[src/rtl/sdr_cmd_fsm.sv]
// SDRAM command-phase FSM: arbitrates host reads/writes against auto-refresh
// and sequences ACTIVE, tRCD, READA/WRITEA, CAS latency and the data burst.
module sdr_cmd_fsm #(
   parameter int ADDR_W       = 22,
   parameter int T_RCD        = 2,
   parameter int T_RFC        = 7,
   parameter int T_RP         = 2,
   parameter int CAS_LAT      = 2,
   parameter int BURST_LEN    = 4,
   parameter int REF_INTERVAL = 1560
) (
   input  logic              pclk,
   input  logic              presetn,
   input  logic              init_done,
   input  logic              req_valid,
   input  logic              req_write,
   input  logic [ADDR_W-1:0] paddr,
   output logic              req_ready,
   output logic [3:0]        cState,
   output logic [ADDR_W-1:0] cmd_addr,
   output logic              rd_data_valid,
   output logic              wr_data_req,
   output logic              ref_pending
);

   localparam int M0 = (T_RFC > REF_INTERVAL) ? T_RFC : REF_INTERVAL;
   localparam int M1 = (CAS_LAT > BURST_LEN) ? CAS_LAT : BURST_LEN;
   localparam int M2 = (T_RCD > T_RP + 1) ? T_RCD : T_RP + 1;
   localparam int M3 = (M0 > M1) ? M0 : M1;
   localparam int MX = (M3 > M2) ? M3 : M2;
   localparam int CW = $clog2(MX);

   typedef enum logic [3:0] {
      c_idle   = 4'd0,
      c_ACTIVE = 4'd1,
      c_tRCD   = 4'd2,
      c_READA  = 4'd3,
      c_WRITEA = 4'd4,
      c_cl     = 4'd5,
      c_rdata  = 4'd6,
      c_wdata  = 4'd7,
      c_AR     = 4'd8,
      c_tRFC   = 4'd9
   } state_t;

   state_t        state_q;
   state_t        state_d;
   logic [CW-1:0] cnt_q;
   logic [CW-1:0] cnt_d;
   logic [CW-1:0] rec_q;
   logic [CW-1:0] rec_d;
   logic [CW-1:0] tmr_q;
   logic          wr_q;
   logic          accept;
   logic          ar_clr;
   logic          tmr_hit;

   assign req_ready = presetn & (state_q == c_idle) & init_done
                    & ~ref_pending & (rec_q == '0);
   assign accept    = req_valid & req_ready;
   assign tmr_hit   = init_done & (tmr_q == CW'(REF_INTERVAL - 1));

   assign cState        = state_q;
   assign rd_data_valid = (state_q == c_rdata);
   assign wr_data_req   = (state_q == c_WRITEA) | (state_q == c_wdata);

   // Each hold state loads cnt with (cycles to stay - 1) on entry.
   always_comb begin
      state_d = state_q;
      cnt_d   = cnt_q;
      rec_d   = (rec_q != '0) ? rec_q - CW'(1) : '0;
      ar_clr  = 1'b0;
      unique case (state_q)
         c_idle: begin
            if (init_done & ref_pending & (rec_q == '0)) begin
               state_d = c_AR;
               ar_clr  = 1'b1;
            end else if (accept) begin
               state_d = c_ACTIVE;
            end
         end
         c_ACTIVE: begin
            state_d = c_tRCD;
            cnt_d   = CW'(T_RCD - 2);
         end
         c_tRCD: begin
            if (cnt_q == '0) state_d = wr_q ? c_WRITEA : c_READA;
            else             cnt_d   = cnt_q - CW'(1);
         end
         c_READA: begin
            state_d = c_cl;
            cnt_d   = CW'(CAS_LAT - 1);
         end
         c_cl: begin
            if (cnt_q == '0) begin
               state_d = c_rdata;
               cnt_d   = CW'(BURST_LEN - 1);
            end else begin
               cnt_d = cnt_q - CW'(1);
            end
         end
         c_rdata: begin
            if (cnt_q == '0) begin
               state_d = c_idle;
               rec_d   = CW'(T_RP);
            end else begin
               cnt_d = cnt_q - CW'(1);
            end
         end
         c_WRITEA: begin
            if (BURST_LEN == 1) begin
               state_d = c_idle;
               rec_d   = CW'(T_RP);
            end else begin
               state_d = c_wdata;
               cnt_d   = CW'(BURST_LEN - 2);
            end
         end
         c_wdata: begin
            if (cnt_q == '0) begin
               state_d = c_idle;
               rec_d   = CW'(T_RP);
            end else begin
               cnt_d = cnt_q - CW'(1);
            end
         end
         c_AR: begin
            state_d = c_tRFC;
            cnt_d   = CW'(T_RFC - 2);
         end
         c_tRFC: begin
            if (cnt_q == '0) state_d = c_idle;
            else             cnt_d   = cnt_q - CW'(1);
         end
         default: state_d = c_idle;
      endcase
   end

   always_ff @(posedge pclk or negedge presetn) begin
      if (!presetn) begin
         state_q     <= c_idle;
         cnt_q       <= '0;
         rec_q       <= '0;
         tmr_q       <= '0;
         wr_q        <= 1'b0;
         cmd_addr    <= '0;
         ref_pending <= 1'b0;
      end else begin
         state_q <= state_d;
         cnt_q   <= cnt_d;
         rec_q   <= rec_d;
         if (accept) begin
            cmd_addr <= paddr;
            wr_q     <= req_write;
         end
         if (!init_done || tmr_hit) tmr_q <= '0;
         else                       tmr_q <= tmr_q + CW'(1);
         // A new expiry beats the clear from a same-cycle refresh issue.
         if (tmr_hit)     ref_pending <= 1'b1;
         else if (ar_clr) ref_pending <= 1'b0;
      end
   end

endmodule

[config.mk]
export PLATFORM = sky130hd
export DESIGN_NAME = sdr_cmd_fsm
export DESIGN_NICKNAME = d
export VERILOG_FILES = /design/src/rtl/sdr_cmd_fsm.sv
export SDC_FILE = /design/constraint.sdc
export NUM_CORES = 1
export LEC_CHECK = 0
export CAP_MARGIN = 20
export CORE_ASPECT_RATIO = 1.5
export CORE_MARGIN = 1
export CORE_UTILIZATION = 55
export DETAILED_ROUTE_END_ITERATION = 8
export GPL_TIMING_DRIVEN = 0
export MAX_ROUTING_LAYER = met4
export PLACE_DENSITY_LB_ADDON = 0.3
export SETUP_SLACK_MARGIN = 0.15
export SLEW_MARGIN = 0
export SYNTH_ARGS = -nofsm -noshare
export SYNTH_HDL_FRONTEND = slang
export SYNTH_SLANG_ARGS = --single-unit
[constraint.sdc]
create_clock -name pclk -period 3.6 [get_ports pclk]
set_input_delay 0.54 -clock pclk [delete_from_list [all_inputs] [get_ports pclk]]
set_output_delay 0.54 -clock pclk [all_outputs]
set_load 0.01 [all_outputs]
==> out/qor.txt, run 1 <==
#FFs+latches synth: 61
Post-synth EDFFs: 0
Status: finished clean
Area of the multi-input gates: 1460 sq um
DP Wirelength: 5020 microns
Post-synthesis sequential area ratio: 49.3%
Top_reg_cell synth: dfrtp_1
CP Cell Sequence: inv_1, ha_1, nor2b_1, and4b_1, nand3_1, nor3b_1, clkdlybuf4s50_1
Slew HR: 58.5%
Initial core utilization: 56.8%
Count leader, synth: dfrtp_1
Initial antenna violation count: 0
Synth top cells by count: dfrtp_1 (61), nor2_1 (35), nand2_1 (25)
Power density over the cells: 724 nW/um^2
CP required: 3.06 ns
Number of fill cells: 433
Vias in the first global route: 2639
Share of synthesized flip-flops with an asynchronous set or reset: 100%
Core Area: 5450 sq um
Avg Cell Area, Syn: 10.4 sq um
Die X: 63.3 microns
Met2 wire len: 3750 microns
Post-DP Area: 3760 sq um
Unrepaired setup endpoints after global routing: no
Final hold vios: 0
H-tree depth: 3
Final ANT Viol Nets: 0
First-pass GRT wire length: 11600 microns
CTS tree: yes
Layout cell share with drive strength beyond 1: 8.89%
Lkg Pwr: 1.74 nW
Synth Instances: 299
Cell row count: 33
WL final: 6830 microns
Largest net degree at the start of global routing: 37
CP peak stage delay: 0.58 ns
Minimum clock period: 3.02 ns
Nets@finish: 399
HP Class: in -> async
Metal-1 WL: 2670 microns
Crit share post-route: 83.9%
Clock Tree Buf Depth: 2
Register area: 1530 sq um
Antenna diodes: 0
IR drop worst, VDD: 400 uV
Vias/cell: 5.77
Clock sinks: 61
DRT iter0 DRCs: 176
Wirelength per Cell: 15.5 microns
Critical path class: reg -> out
Mapped Area: 3100 sq um
Worst path bufs/invs: 2
Cts repair resizes: 0
Port Buf Inserts: 56
GRT overflow: 0
Final count of pins violating max slew: 0
Crit path max fanout: 4
Worst setup margin: 0.578 ns
I/O Pins: 57
Area growth syn-to-layout: 27.6%
Metal3 WL: 240 microns
Worst setup SP type: register
Synthesized Nets: 331
CP max stage cell: clkdlybuf4s50_1
Total track usage: 26.5%
Post-Layout Inst Area: 3950 sq um
Warnings, synthesis: 0
Maxcap violations: 0
Actual slew at the worst max-slew pin: 0.620 ns
Ranking of synthesized cells by area: dfrtp_1 (49%), mux2_1 (6.5%), nor2_1 (4.2%)
Worst-path clk slew: 0.06 ns
Clock Latency Late Sink: 0.34 ns
Die Span Y: 93.9 microns
DR top layer: met4
Top delay family on crit path: simple AND/OR/NAND/NOR gates
Crit path DAT: 2.48 ns
DRC: 0
Pre-CTS setup slack: 0.960 ns
CTS Buf Count: 9
Final setup viols: 0
Number of setup buffers added after CTS: 0
GPL Wtd Cong: 0.883
Largest area contributor in the netlist: dfrtp_1
Element type at the critical path end: output port
Die Area: 5940 sq um
Synth top area share: 49.3%
First-pass DRT Iterations: 4
Hold_buf cts: 0
Root buffer cell: clkbuf_8
Yosys cell types: 51
DR vias: 2545
Fmax: 331 MHz
Setup Skew: 0.00810 ns
cell usage in the layout (no fill, tap or decap), drive strengths merged, types with 2 or more instances in the layout:
cell type,n
dfrtp,61
clkdlybuf4s50,55
nor2,35
nand2,25
mux2,24
clkbuf,20
a21oi,11
nand3,11
o21ai,11
nor3,11
inv,10
xor2,10
xnor2,9
buf,8
nor4,6
ha,5
or4,4
nand2b,4
nor3b,4
a31oi,4
nand4,3
mux2i,3
a22oi,3
o211ai,3
and4b,2
nand4b,2
o22ai,2
a211oi,2
a21o,2
o21a,2
a211o,2
or2,2
worst paths after layout:
kind	slack, ns	cells past startpoint	endpoint	startpoint
worst min register to register	0.45	1	rec_q[0]	rec_q[0]
min in group pclk	0.45	1	rec_q[0]	rec_q[0]
worst max register to register	1.31	7	cmd_addr[3]	rec_q[0]
max in group asynchronous	2.78	2	ref_pending	presetn
worst max-delay path	0.58	7	req_ready	rec_q[0]
worst min-delay path	0.21	1	rec_q[7]	presetn
logic make-up after synthesis:
logic type	after synthesis	share of synthesized area (%)
AOI/OAI and AO/OA	50	10.5
xor gates and xnor gates	19	5.37
adders and majority gates	5	2.02
buffers and inverters	22	3.52
DFF	61	49.3
muxes	27	9.70
and+or+nand+nor	115	19.6
layer usage:
metal / vias up / global-route usage [%]
met1: 1265 / 26.7
met5: - / -
met4: 0 / 15.2
met2: 66 / 46.4
li1: 1199 / -
met3: 15 / 6.55
state kept, by name, summed over array words and instances, names as in the netlist:
signal / flops
cState: 4
cmd_addr: 22
cnt_q: 11
rec_q: 11
ref_pending: 1
tmr_q: 11
wr_q: 1
area by class of cell:
type	instances	area share [%]
Tap cell	70	2.22
Inverter	10	0.950
Multi-Input combinational cell	216	37.0
Buffer	12	1.80
Clock buffer	14	4.12
Sequential cell	61	38.6
Timing Repair Buffer	57	14.6
Clock inverter	1	0.760
where the power goes:
group	internal, mW	switching (mW)	total [mW]
clock network	0.355	0.254	0.608
logic	0.556	0.664	1.22
registers	0.866	0.166	1.03
metrics by stage:
stage / setup TNS, ns / util, % / std cells / total power [mW] / hold slack, ns
floorplan: 0 / - / 299 / 1.84 / 0.244
global placement: -22.39 / 68.7 / 425 / 2.20 / 0.443
detailed placement: 0 / 69.0 / 426 / 2.26 / 0.445
CTS: 0 / 72.5 / 441 / 2.87 / 0.224
global route: 0 / 72.5 / 441 / 3.06 / 0.270
finish: 0 / 72.5 / 441 / 2.86 / 0.208
No activity file was read; power rests on OpenSTA's default activity.
==> run 2: changes to the inputs <==
--- a/config.mk
+++ b/config.mk
@@ -8,7 +8,7 @@
 export CAP_MARGIN = 20
 export CORE_ASPECT_RATIO = 1.5
 export CORE_MARGIN = 1
-export CORE_UTILIZATION = 55
+export CORE_UTILIZATION = 47
 export DETAILED_ROUTE_END_ITERATION = 8
 export GPL_TIMING_DRIVEN = 0
 export MAX_ROUTING_LAYER = met4
==> constraint.sdc (replaced) <==
create_clock -name pclk -period 2.51 [get_ports pclk]
set_input_delay 0.3765 -clock pclk [delete_from_list [all_inputs] [get_ports pclk]]
set_output_delay 0.3765 -clock pclk [all_outputs]
set_load 0.01 [all_outputs]
==> run 2 against run 1 <==
Clock power increased by 46%. Critical path depth unchanged. Sequential power rose by 45%. Power is 46% higher. Routed wire length fell by 0.44%. Hold slack got worse by 0.092 ns. Flip-flop and latch count unchanged. Die area is 17% higher. Register-to-register slack got worse by 1.0 ns. Combinational power grew 48%. Cell count rose by 0.68%. Clock skew is essentially flat. Largest cell class unchanged. Largest power group unchanged.
==> out/qor.txt, run 2 (synthesis gave the netlist of run 1 again) <==
DR vias: 2553
Cell row count: 35
Final setup viols: 0
Critical path class: reg -> out
Worst setup SP type: register
H-tree depth: 3
Final count of pins violating max slew: 0
Critical Path End: req_ready
Status: finished clean
Top reg by flops: cmd_addr
Initial antenna violation count: 0
Initial core utilization: 49.5%
Reg-to-reg critical path startpoint: cState[0]
Final hold vios: 0
Crit path DAT: 1.98 ns
IR drop worst, VDD: 526 uV
Setup tns final: 0 ns
Actual slew at the worst max-slew pin: 0.791 ns
Fin Hold WS: 0.116 ns
First-pass DRT Iterations: 4
Crit share post-route: 93.9%
Reg-to-reg endpoint: cmd_addr[21]
Final non-filler cell total: 444
CP required: 2.13 ns
Post-DP Area: 3750 sq um
First-pass GRT wire length: 11400 microns
I/O Pins: 57
Unrepaired setup endpoints after global routing: yes
Most frequent cells in the layout: dfrtp_1 (60), clkdlybuf4s50_1 (52), nor2_1 (35), nand2_1 (25), mux2_1 (18)
CTS Buf Count: 9
Clock Tree Buf Depth: 2
Reg2Reg Setup Slack: 0.31 ns
Most common cell after layout, fill and taps aside: dfrtp_1
Antenna diodes: 0
Nets@finish: 399
Wirelength per Cell: 15.3 microns
Clock sinks: 61
DRC: 0
Total power: 4.19 mW
DP Wirelength: 4670 microns
Slew HR: 47.3%
WL final: 6800 microns
Crit path max fanout: 4
Post-Layout Inst Area: 4010 sq um
Setup Skew: 0.00762 ns
Max reg flops: 22
Largest net degree at the start of global routing: 64
Port Buf Inserts: 56
Lkg Pwr: 1.79 nW
Root buffer cell: clkbuf_8
Total track usage: 22.9%
HP Class: in -> async
Worst-path clk slew: 0.07 ns
Die Area: 6920 sq um
Element type at the critical path end: output port
CTS tree: yes
Die X: 68.3 microns
DRT iter0 DRCs: 124
Placed Cells: 429
Area growth syn-to-layout: 29.4%
GPL Wtd Cong: 0.833
Power density over the cells: 1040 nW/um^2
Minimum clock period: 2.36 ns
Final ANT Viol Nets: 0
Die Span Y: 101 microns
Vias/cell: 5.75
Layout cell share with drive strength beyond 1: 12.7%
GRT overflow: 0
Maxcap violations: 0
Reg2reg path depth: 6
Critical Path Start: rec_q[0]
Clock Latency Late Sink: 0.33 ns
Fmax: 425 MHz
Core Area: 6260 sq um
Vias in the first global route: 2503
run 2: timing repair:
action / 4_1_cts / 5_1_grt
pin swaps: 0 / 2
setup buffers: 1 / 0
hold buffers: 0 / 0
resized for setup: 20 / 4
endpoints found under the setup margin: 3 / 2
run 2: critical path, cell delays in order, from the launching register on:
cell and delay [ns]:
dfrtp_1 0.40, inv_2 0.09, ha_1 0.18, nor2b_4 0.16
and4b_2 0.28, nand3_2 0.12, nor3b_2 0.18, clkdlybuf4s15_2 0.24
run 2: power by group:
part | switching, mW | total [mW] | internal [mW]
logic | 0.971 | 1.81 | 0.843
registers | 0.245 | 1.49 | 1.24
clock network | 0.355 | 0.885 | 0.530
run 2: final cells by class:
type                            count  area (sq um)
Fill cell                         519          2250
Sequential cell                    61          1530
Multi-Input combinational cell    216          1500
Timing Repair Buffer               57           568
Clock buffer                       13           169
Tap cell                           74          92.6
Buffer                             12          87.6
Inverter                           10          37.5
Clock inverter                      1          30.0
run 2: per-layer routing:
metal	wire [microns]	GRT usage [%]
met3	238	5.07
met5	0	-
met4	142	10.4
met2	3520	37.0
met1	2910	26.6
run 2: worst min path at each step:
stage                         from          end  slack [ns]
after global placement    rec_q[0]     rec_q[0]        0.45
after CTS                  presetn  cmd_addr[4]        0.15
final                      presetn  cmd_addr[4]        0.12
after floorplan            presetn    cState[0]        0.08
after global routing       presetn  cmd_addr[4]        0.18
after detailed placement  rec_q[0]     rec_q[0]        0.44
run 2: stage by stage:
step	util [%]	setup slack, ns
finish	64.0	0.154
global route	64.0	0.0393
CTS	63.9	0.0882
detailed placement	59.8	0.0397
global placement	59.9	-1.99
floorplan	-	0.513
==> run 3: changes to the inputs <==
--- a/config.mk
+++ b/config.mk
@@ -5,6 +5,7 @@
 export SDC_FILE = /design/constraint.sdc
 export NUM_CORES = 1
 export LEC_CHECK = 0
+export ABC_CLOCK_PERIOD_IN_PS = 2510
 export CAP_MARGIN = 20
 export CORE_ASPECT_RATIO = 1.5
 export CORE_MARGIN = 1
==> results of run 3 <==
No change in the layout: final DEF, timing and power equal those of run 2.
